### config.mk
export PLATFORM = sky130hd
export DESIGN_NAME = mips_dbg_ctrl
export DESIGN_NICKNAME = d
export VERILOG_FILES = /design/src/rtl/mips_dbg_pkg.sv /design/src/rtl/dbg_edge_det.sv /design/src/rtl/mips_dbg_ctrl.sv
export SDC_FILE = /design/constraint.sdc
export NUM_CORES = 1
export LEC_CHECK = 0
export ABC_CLOCK_PERIOD_IN_PS = 3500
export CORE_ASPECT_RATIO = 2
export CORE_MARGIN = 1
export CORE_UTILIZATION = 46
export DETAILED_ROUTE_END_ITERATION = 10
export PLACE_DENSITY = 0.95
export SETUP_SLACK_MARGIN = 0.2
export SLEW_MARGIN = 30
export SYNTH_ARGS = -nofsm -noshare
export SYNTH_HDL_FRONTEND = slang
export SYNTH_SLANG_ARGS = --single-unit
### constraint.sdc
create_clock -name CLK -period 3.5 [get_ports CLK]
set_input_delay 0.35 -clock CLK [delete_from_list [all_inputs] [get_ports CLK]]
set_output_delay 0.35 -clock CLK [all_outputs]
set_load 0.05 [all_outputs]
### src/rtl/mips_dbg_pkg.sv
// Shared state encoding and constants for the MIPS debug sequencer.
`default_nettype none

package mips_dbg_pkg;

  typedef enum logic [2:0] {
    ST_LOAD    = 3'd0,
    ST_WAIT    = 3'd1,
    ST_RUN     = 3'd2,
    ST_STEP    = 3'd3,
    ST_DUMP_RD = 3'd4,
    ST_DUMP_TX = 3'd5,
    ST_DONE    = 3'd6
  } state_t;

  localparam logic [31:0] HALT_WORD_DEF = 32'hFFFF_FFFF;

  localparam logic BANK_REG = 1'b0;
  localparam logic BANK_MEM = 1'b1;

endpackage

`default_nettype wire

### src/rtl/dbg_edge_det.sv
// Registered rising-edge detector for the single-step input.
`default_nettype none

module dbg_edge_det (
  input  logic clk,
  input  logic rst_n,
  input  logic d,
  output logic rise
);

  logic d_q;

  always_ff @(posedge clk or negedge rst_n) begin
    if (!rst_n) d_q <= 1'b0;
    else        d_q <= d;
  end

  assign rise = d & ~d_q;

endmodule

`default_nettype wire

### src/rtl/mips_dbg_ctrl.sv
// Loader / run-control / state-dump sequencer for the pipelined MIPS core.
// Optional macro DBG_CYCLE_DUMP_EN appends cycle_cnt as a final dump word.
`default_nettype none

module mips_dbg_ctrl
  import mips_dbg_pkg::*;
#(
  parameter int          PM_AW      = 8,
  parameter logic [31:0] HALT_WORD  = HALT_WORD_DEF,
  parameter int          DUMP_WORDS = 32
) (
  input  logic             CLK,
  input  logic             RESET_N,
  input  logic             instr_valid,
  input  logic [31:0]      instr_data,
  output logic             instr_ready,
  input  logic             start,
  input  logic             run_mode,
  input  logic             step,
  input  logic             cpu_halted,
  output logic             pm_we,
  output logic [PM_AW-1:0] pm_addr,
  output logic [31:0]      pm_wdata,
  output logic             cpu_en,
  output logic             cpu_rst,
  output logic             dbg_sel,
  output logic [4:0]       dbg_addr,
  input  logic [31:0]      dbg_rdata,
  output logic             tx_valid,
  output logic [31:0]      tx_data,
  input  logic             tx_ready,
  output logic [31:0]      cycle_cnt,
  output logic [2:0]       state_o
);

  localparam int DP_W = $clog2(2*DUMP_WORDS + 2);
`ifdef DBG_CYCLE_DUMP_EN
  localparam int N_DUMP = 2*DUMP_WORDS + 1;
`else
  localparam int N_DUMP = 2*DUMP_WORDS;
`endif
  localparam logic [DP_W-1:0]  DP_LAST = DP_W'(N_DUMP - 1);
  localparam logic [PM_AW-1:0] PM_LAST = '1;

  state_t            state, state_nxt;
  logic [PM_AW-1:0]  load_ptr;
  logic [DP_W-1:0]   dump_ptr;
  logic              step_rise;
  logic [31:0]       dump_word;

  dbg_edge_det u_step_det (
    .clk   (CLK),
    .rst_n (RESET_N),
    .d     (step),
    .rise  (step_rise)
  );

  assign pm_addr  = load_ptr;
  assign pm_wdata = instr_data;
  assign dbg_sel  = dump_ptr[$clog2(DUMP_WORDS)] ? BANK_MEM : BANK_REG;
  assign dbg_addr = dump_ptr[4:0];
  assign state_o  = state;

`ifdef DBG_CYCLE_DUMP_EN
  assign dump_word = (dump_ptr == DP_LAST) ? cycle_cnt : dbg_rdata;
`else
  assign dump_word = dbg_rdata;
`endif

  always_comb begin
    state_nxt   = state;
    instr_ready = 1'b0;
    pm_we       = 1'b0;
    cpu_en      = 1'b0;
    cpu_rst     = 1'b0;
    tx_valid    = 1'b0;
    case (state)
      ST_LOAD: begin
        instr_ready = 1'b1;
        cpu_rst     = 1'b1;
        if (instr_valid) begin
          pm_we = 1'b1;
          if (instr_data == HALT_WORD || load_ptr == PM_LAST) state_nxt = ST_WAIT;
        end
      end
      ST_WAIT: begin
        cpu_rst = 1'b1;
        if (start) state_nxt = run_mode ? ST_STEP : ST_RUN;
      end
      ST_RUN: begin
        cpu_en = 1'b1;
        if (cpu_halted) state_nxt = ST_DUMP_RD;
      end
      ST_STEP: begin
        // A step edge coinciding with halt still gets its pulse.
        cpu_en = step_rise;
        if (cpu_halted) state_nxt = ST_DUMP_RD;
      end
      ST_DUMP_RD: state_nxt = ST_DUMP_TX;
      ST_DUMP_TX: begin
        tx_valid = 1'b1;
        if (tx_ready) state_nxt = (dump_ptr == DP_LAST) ? ST_DONE : ST_DUMP_RD;
      end
      ST_DONE: begin
        cpu_rst = 1'b1;
        if (start) state_nxt = ST_LOAD;
      end
      default: state_nxt = ST_LOAD;
    endcase
  end

  always_ff @(posedge CLK or negedge RESET_N) begin
    if (!RESET_N) begin
      state     <= ST_LOAD;
      load_ptr  <= '0;
      dump_ptr  <= '0;
      cycle_cnt <= '0;
      tx_data   <= '0;
    end else begin
      state <= state_nxt;
      // Pointer parks on the last address once memory is full.
      if (pm_we && load_ptr != PM_LAST) load_ptr <= load_ptr + PM_AW'(1);
      if (cpu_en && cycle_cnt != 32'hFFFF_FFFF) cycle_cnt <= cycle_cnt + 32'd1;
      if (state == ST_DUMP_RD) tx_data <= dump_word;
      if (tx_valid && tx_ready) dump_ptr <= dump_ptr + DP_W'(1);
      if (state == ST_DONE && start) begin
        load_ptr  <= '0;
        dump_ptr  <= '0;
        cycle_cnt <= '0;
      end
    end
  end

endmodule

`default_nettype wire

==> summary.txt, run 1 <==
Timing
  • Slew @ Worst Pin: 0.9677 ns
  • Finish-stage setup viols: 0
  • Fmax: 349.3 MHz
  • Worst setup margin: about 0.64 ns
  • Relative slew slack: a little over a third
  • RSZ-0062 raised after global routing: false
  • Fin Hold WS: 0.05660 ns
  • Period utilisation layout: between 80 and 90%
  • Clock Skew: between 0.007 and 0.008 ns
  • Max Slew Vio Count: 0
  • Tmin final: between 2 and 3 ns
  • Hold Vio Cnt, Final: 0
  • Total negative slack: 0 ns

Yosys
  • Top cells by instance count after synthesis: dfrtp_1 (83), buf_4 (38), mux2_2 (34)
  • Leading area contributor after synthesis: dfrtp_1
  • Mapped Cells: roughly 430
  • Seq/Total Area, Yosys: 47.20%
  • Yosys cell types: between 50 and 60
  • Syn_nets: 500
  • Ys async rst share: 100.0%
  • Most frequent cell after synthesis: dfrtp_1
  • EDFF count, synth: 0
  • Synth area leaders: dfrtp_1 (47%), mux2_2 (8.7%), buf_4 (6.5%)
  • Ys Warns: 0
  • #FFs+latches synth: between 80 and 90
  • Post-synth top area share: between 40% and 50%
  • Mapped Area: roughly 4400 sq um
  • Main synth FF type: dfrtp_1
  • Syn_area_per_cell: around 10 sq um

Setup path
  • Crit start category: flip-flop
  • Required @ worst endpoint: approximately 3.2 ns
  • CP Class: flip-flop to output pin
  • Crit-path max FO: 17
  • Crit path DAT: 2.51 ns
  • Worst R2R Start: state_o[2]
  • Critical path launch point: state_o[0]
  • CP Capture Type: output pin

Die
  • Die Ht: about 140 um
  • IO Pins: 190
  • Row cnt: 50
  • Die area: 9985 sq um
  • Initial core utilization: roughly 47%
  • Die W: roughly 71 um
  • Core ar.: between 9000 and 10000 sq um

Placed design
  • Cell Area, Placed: roughly 6100 sq um
  • Detail Placement HPWL: 10160 um
  • RePlAce Congestion: between 0.8 and 0.9
  • Dpl ws: between 0.6 and 0.7 ns
  • PortBufs: approximately 190

Min path
  • Hold/Removal Path Class: primary input to async pin

Outcome
  • Failing checks: DRC
  • Status: finished with violations

Cells and area
  • P&R area growth vs syn: 45.29%
  • ANT cells: 0
  • Ratio of cells with drive above 1 in the final layout: 11.09%
  • Fill cells: roughly 700
  • Design Area, Final: ~6400 sq um
  • Nets: approximately 650

Clock tree
  • CTS clk-pin slew, worst paths: approximately 0.06 ns
  • Clock sinks: 83
  • Resize count post-CTS: 0
  • Clock Latency Late Sink: between 0.3 and 0.4 ns
  • CTS tree: built
  • Post-CTS Setup Bufs: 0
  • Hold buffers post-CTS: 0
  • Htree depth: 3
  • Total CTS buffers: 9
  • Root buffer cell: clkbuf_16
  • Max Root-Sink Buffers: 2

Drt
  • # DRC: 7
  • Total routed wirelength: approximately 13000 um
  • Routed wl met3: between 500 and 600 um
  • Drt pass-1 iters: 8
  • Drt wl/cell: just under 20 um
  • ANT nets after route: 0
  • Vias: between 3000 and 4000
  • Routed wl met2: approximately 7400 um
  • Metal-1 WL: between 4000 and 5000 um
  • Uppermost layer routed: met4
  • Vias per inst: 5.800
  • Initial drt markers: about 220

Global route
  • Pin count of the biggest net entering global routing: 84
  • Overall Global Routing Usage: between 20% and 30%
  • Initial antenna violation count: 0
  • Grt total ovfl: 0
  • First-pass GRT wire length: between 20000 and 25000 um
  • Vias in the first global route: around 4000

Power and ir drop
  • Maximum vdd drop: slightly above 0.0006 V
  • LEAKAGE: 2.517 nW
  • PwrDens: roughly 800 nW/um^2
  • Design Power: roughly 5.1 mW

Job
  • Max Cap Viol: 0
==> final cells by class <==
| type | count | area [sq um] | area share (%) |
|---|---|---|---|
| clock inverters | 6 | 71.32 | 1.115 |
| repair buffers | 191 | 1908 | 29.84 |
| clock buffers | 10 | 239.0 | 3.738 |
| flip-flops and latches | 83 | 2077 | 32.49 |
| inverters | 5 | 18.77 | 0.2935 |
| multi-input cells | 282 | 1949 | 30.49 |
| well taps | 104 | 130.1 | 2.035 |
==> registers in the layout, summed over array words and instances (netlist names) <==
signal / cells
u_step_det.d_q: 1
tx_data: 32
cycle_cnt: 32
state_o: 3
pm_addr: 8
dump_ptr: 7
==> layout by cell type (no fill, tap or decap), drive strengths merged, types with 13 or more instances in the layout <==
| cell type | instances |
|---|---|
| a21oi | 22 |
| clkdlybuf4s50 | 188 |
| dfrtp | 83 |
| mux2 | 34 |
| nand2 | 27 |
| nand3 | 17 |
| nand4 | 23 |
| nor2 | 23 |
| o21ai | 17 |
| or3 | 13 |
==> metal layers <==
layer | track usage, % | up-vias
met5 | 0 | -
met4 | 14.63 | 0
met3 | 5.468 | 43
met2 | 47.77 | 136
met1 | 29.09 | 1944
li1 | - | 1827
==> path summary, 6_finish.rpt <==
path	end	slack (ns)	depth (start not counted)
worst min register to register	tx_data[15]	0.51	1
max in group asynchronous	cycle_cnt[30]	2.93	1
worst max register to register	cycle_cnt[29]	0.81	5
worst min-delay path	tx_data[12]	0.06	1
worst max-delay path	pm_we	0.64	3
min in group CLK	u_step_det.d_q	0.48	1
==> report_power, final <==
part | internal (mW) | leakage, nW | total, mW | switching, mW
clock network | 0.578 | 0.146 | 0.969 | 0.391
logic | 0.978 | 1.31 | 2.64 | 1.66
registers | 1.24 | 1.06 | 1.53 | 0.283
==> kinds of logic (layout without fill, tap and decap cells) <==
| logic type | count (synthesis) | in the layout | synth area share, % |
|---|---|---|---|
| buffers and inverters | 60 | 212 | 8.501 |
| DFF | 83 | 83 | 47.20 |
| AOI/OAI and AO/OA | 74 | 74 | 11.37 |
| and+or+nand+nor | 152 | 152 | 19.42 |
| adders and majority gates | 3 | 3 | 0.8531 |
| muxes | 40 | 40 | 10.07 |
| xor gates and xnor gates | 13 | 13 | 2.587 |
==> worst max-delay path, stage by stage, from the launching register on <==
cell and delay [ns]:
dfrtp_1 0.58, nor3_1 0.57, and2_1 0.23, clkdlybuf4s50_1 0.80
==> per-stage QoR <==
stage	instances	utilization, %
floorplan	425	-
global placement	665	65.22
detailed placement	665	65.26
CTS	681	68.59
global route	681	68.59
finish	681	68.59
Note: power is estimated with default switching activity, not from simulation.
==> run 2, diff against run 1 <==
--- a/config.mk
+++ b/config.mk
@@ -5,12 +5,12 @@
 export SDC_FILE = /design/constraint.sdc
 export NUM_CORES = 1
 export LEC_CHECK = 0
-export ABC_CLOCK_PERIOD_IN_PS = 3500
+export ABC_CLOCK_PERIOD_IN_PS = 2580
 export CORE_ASPECT_RATIO = 2
 export CORE_MARGIN = 1
-export CORE_UTILIZATION = 46
+export CORE_UTILIZATION = 39
 export DETAILED_ROUTE_END_ITERATION = 10
-export PLACE_DENSITY = 0.95
+export PLACE_DENSITY = 0.88
 export SETUP_SLACK_MARGIN = 0.2
 export SLEW_MARGIN = 30
 export SYNTH_ARGS = -nofsm -noshare
==> constraint.sdc (replaced) <==
create_clock -name CLK -period 2.58 [get_ports CLK]
set_input_delay 0.258 -clock CLK [delete_from_list [all_inputs] [get_ports CLK]]
set_output_delay 0.258 -clock CLK [all_outputs]
set_load 0.05 [all_outputs]
==> run 2 against run 1 <==
Effect of this change: the flow now finishes without violations; sequential share of layout area down 0.73 points; cell count up 6.6%; first-iteration DRC count up 34%; non-clock buffer count up 8; highest routed layer unchanged.
==> summary.txt, run 2 (synthesis results as in run 1) <==
Cells and area
  • Nets: about 660
  • Ratio of cells with drive above 1 in the final layout: 12.82%
  • Commonest non-fill, non-tap cell in the layout: clkdlybuf4s50_1
  • P&R area growth vs syn: 48.65%
  • Most frequent cells in the layout: clkdlybuf4s50_1 (184), dfrtp_1 (83), mux2_2 (34), nand2_1 (27), nor2_1 (23)

Setup path
  • Worst R2R Path Depth: 6
  • Required @ worst endpoint: ~2.8 ns
  • Crit start category: flip-flop
  • R2r endpoint: cycle_cnt[29]
  • CP Capture Type: flip-flop
  • CP Class: flip-flop to flip-flop
  • Crit-path max FO: 13
  • Crit path DAT: between 2 and 3 ns
  • R2R Setup Slk: between 0.3 and 0.4 ns
  • Worst R2R Start: state_o[2]

Timing
  • Fmax: 440.6 MHz
  • Max Slew Vio Count: 0
  • Total negative slack: 0 ns
  • RSZ-0062 raised after global routing: false
  • Hold Vio Cnt, Final: 0
  • Relative slew slack: 51.83%
  • Worst setup margin: slightly above 0.3 ns
  • Period utilisation layout: 87.98%
  • Slew @ Worst Pin: 0.7226 ns
  • Tmin final: approximately 2.3 ns
  • Clock Skew: 0.006142 ns
  • Finish-stage setup viols: 0

Power and ir drop
  • LEAKAGE: 2.590 nW
  • P_sw: about 3.2 mW
  • Comb pwr share: around 52%
  • Sequential Power Share: just under 30%
  • Pint: approximately 3.8 mW
  • Sw Ratio: between 40% and 50%
  • Clk pwr share: 19.0%
  • PwrDens: 1068 nW/um^2
  • Maximum vdd drop: between 0.0008 and 0.0009 V

Clock tree
  • Max Root-Sink Buffers: 2
  • Clock Latency Late Sink: approximately 0.33 ns
  • Clock sinks: 83
  • Root buffer cell: clkbuf_16
  • Total CTS buffers: 9
  • Htree depth: 3
  • CTS tree: built
  • CTS clk-pin slew, worst paths: 0.06 ns

Drt
  • Drt pass-1 iters: 4
  • ANT nets after route: 0
  • Vias: 4019
  • Vias per inst: ~5.5
  • Total routed wirelength: 12720 um
  • # DRC: 0
  • Initial drt markers: roughly 300
  • Drt wl/cell: about 18 um

Die
  • Row cnt: 54
  • Die W: around 77 um
  • Die Ht: ~150 um
  • Core ar.: ~11000 sq um
  • Initial core utilization: between 40% and 50%
  • Die area: 11740 sq um
  • IO Pins: 190

Placed design
  • RePlAce Congestion: between 0.9 and 1
  • PortBufs: ~190
  • Dpl ws: approximately 0.12 ns
  • Detail Placement HPWL: 9553 um

Min path
  • Worst hold path startpoint: step
  • Worst hold endpoint: u_step_det.d_q
  • Hold/Removal Path Class: primary input to flip-flop
  • Worst hold path stage count: 1

Global route
  • First-pass GRT wire length: between 20000 and 25000 um
  • Initial antenna violation count: 1
  • Vias in the first global route: 4075
  • Grt total ovfl: 0
  • Overall Global Routing Usage: a little over a fifth
  • Pin count of the biggest net entering global routing: 55

Outcome
  • Status: completed

Job
  • Max Cap Viol: 0
## run 2: changes by cell type in the layout (fill, tap and decap cells not counted), moves of 2 or more
| cell | change |
|---|---|
| dlygate4sd2_1 | +2 |
| clkdlybuf4s50_1 | -4 |
| buf_12 | +2 |
| buf_4 | +7 |
## run 2: routing by layer
layer,part of all wire [%],vias to the layer above,GRT usage (%)
met5,0,-,0
met4,2.6,0,9.883
met3,5.4,30,4.431
met2,57,173,40.35
met1,35,1953,23.39
li1,-,1863,-
## run 2: how the worst max path moves through the flow
| stage | depth (start not counted) | endpoint | slack [ns] | from |
|---|---|---|---|---|
| after floorplan | 7 | cycle_cnt[24] | 0.20 | cycle_cnt[0] |
| after global placement | 7 | cycle_cnt[29] | 0.21 | step |
| after detailed placement | 7 | cycle_cnt[29] | 0.12 | step |
| after CTS | 4 | tx_valid | 0.27 | state_o[1] |
| after global routing | 7 | cycle_cnt[12] | 0.21 | cycle_cnt[0] |
| final | 6 | cycle_cnt[29] | 0.31 | state_o[2] |
## run 2: cell type report
| class | instances | area, sq um |
|---|---|---|
| fillers | 926 | 4404 |
| flip-flops and latches | 83 | 2077 |
| repair buffers | 199 | 1989 |
| multi-input cells | 282 | 1967 |
| clock buffers | 10 | 239.0 |
| well taps | 140 | 175.2 |
| clock inverters | 6 | 72.57 |
| inverters | 5 | 18.77 |
| diodes | 1 | 2.502 |
## run 2: critical path: stages, from the launching register on
cell       delay (ns)
dfrtp_1          0.45
nand4b_1         0.30
a2111oi_4        0.44
o2111ai_1        0.22
buf_4            0.22
or4_1            0.39
a21oi_1          0.16
## run 2: what timing repair did
| item | CTS | global route |
|---|---|---|
| hold buffers | 1 | 0 |
| setup endpoints to repair | 2 | 4 |
| gates cloned | 0 | 0 |
| hold endpoints to repair | 29 | 0 |
| resized for setup | 2 | 2 |
| setup buffers | 0 | 0 |
## run 2: per-stage QoR
step | instances | hold slack, ns | cell area, sq um | power, mW | util, %
5_1_grt | 726 | 0.4141 | 6541 | 7.276 | 59.76
3_5_place_dp | 708 | 0.3582 | 6212 | 5.697 | 56.76
3_3_place_gp | 708 | 0.3402 | 6212 | 5.598 | 56.76
6_report | 726 | 0.4092 | 6541 | 6.985 | 59.76
4_1_cts | 725 | 0.4050 | 6531 | 7.034 | 59.67
2_1_floorplan | 425 | -0.03759 | 4413 | 4.466 | -
## run 2: power by group through the flow
| stage | Combinational [mW] | Clock (mW) | Sequential (mW) |
|---|---|---|---|
| floorplan | 1.24 | 0 | 3.23 |
| global placement | 3.58 | 0 | 2.02 |
| detailed placement | 3.65 | 0 | 2.05 |
| CTS | 3.65 | 1.36 | 2.02 |
| global route | 3.79 | 1.40 | 2.09 |
| finish | 3.64 | 1.33 | 2.02 |
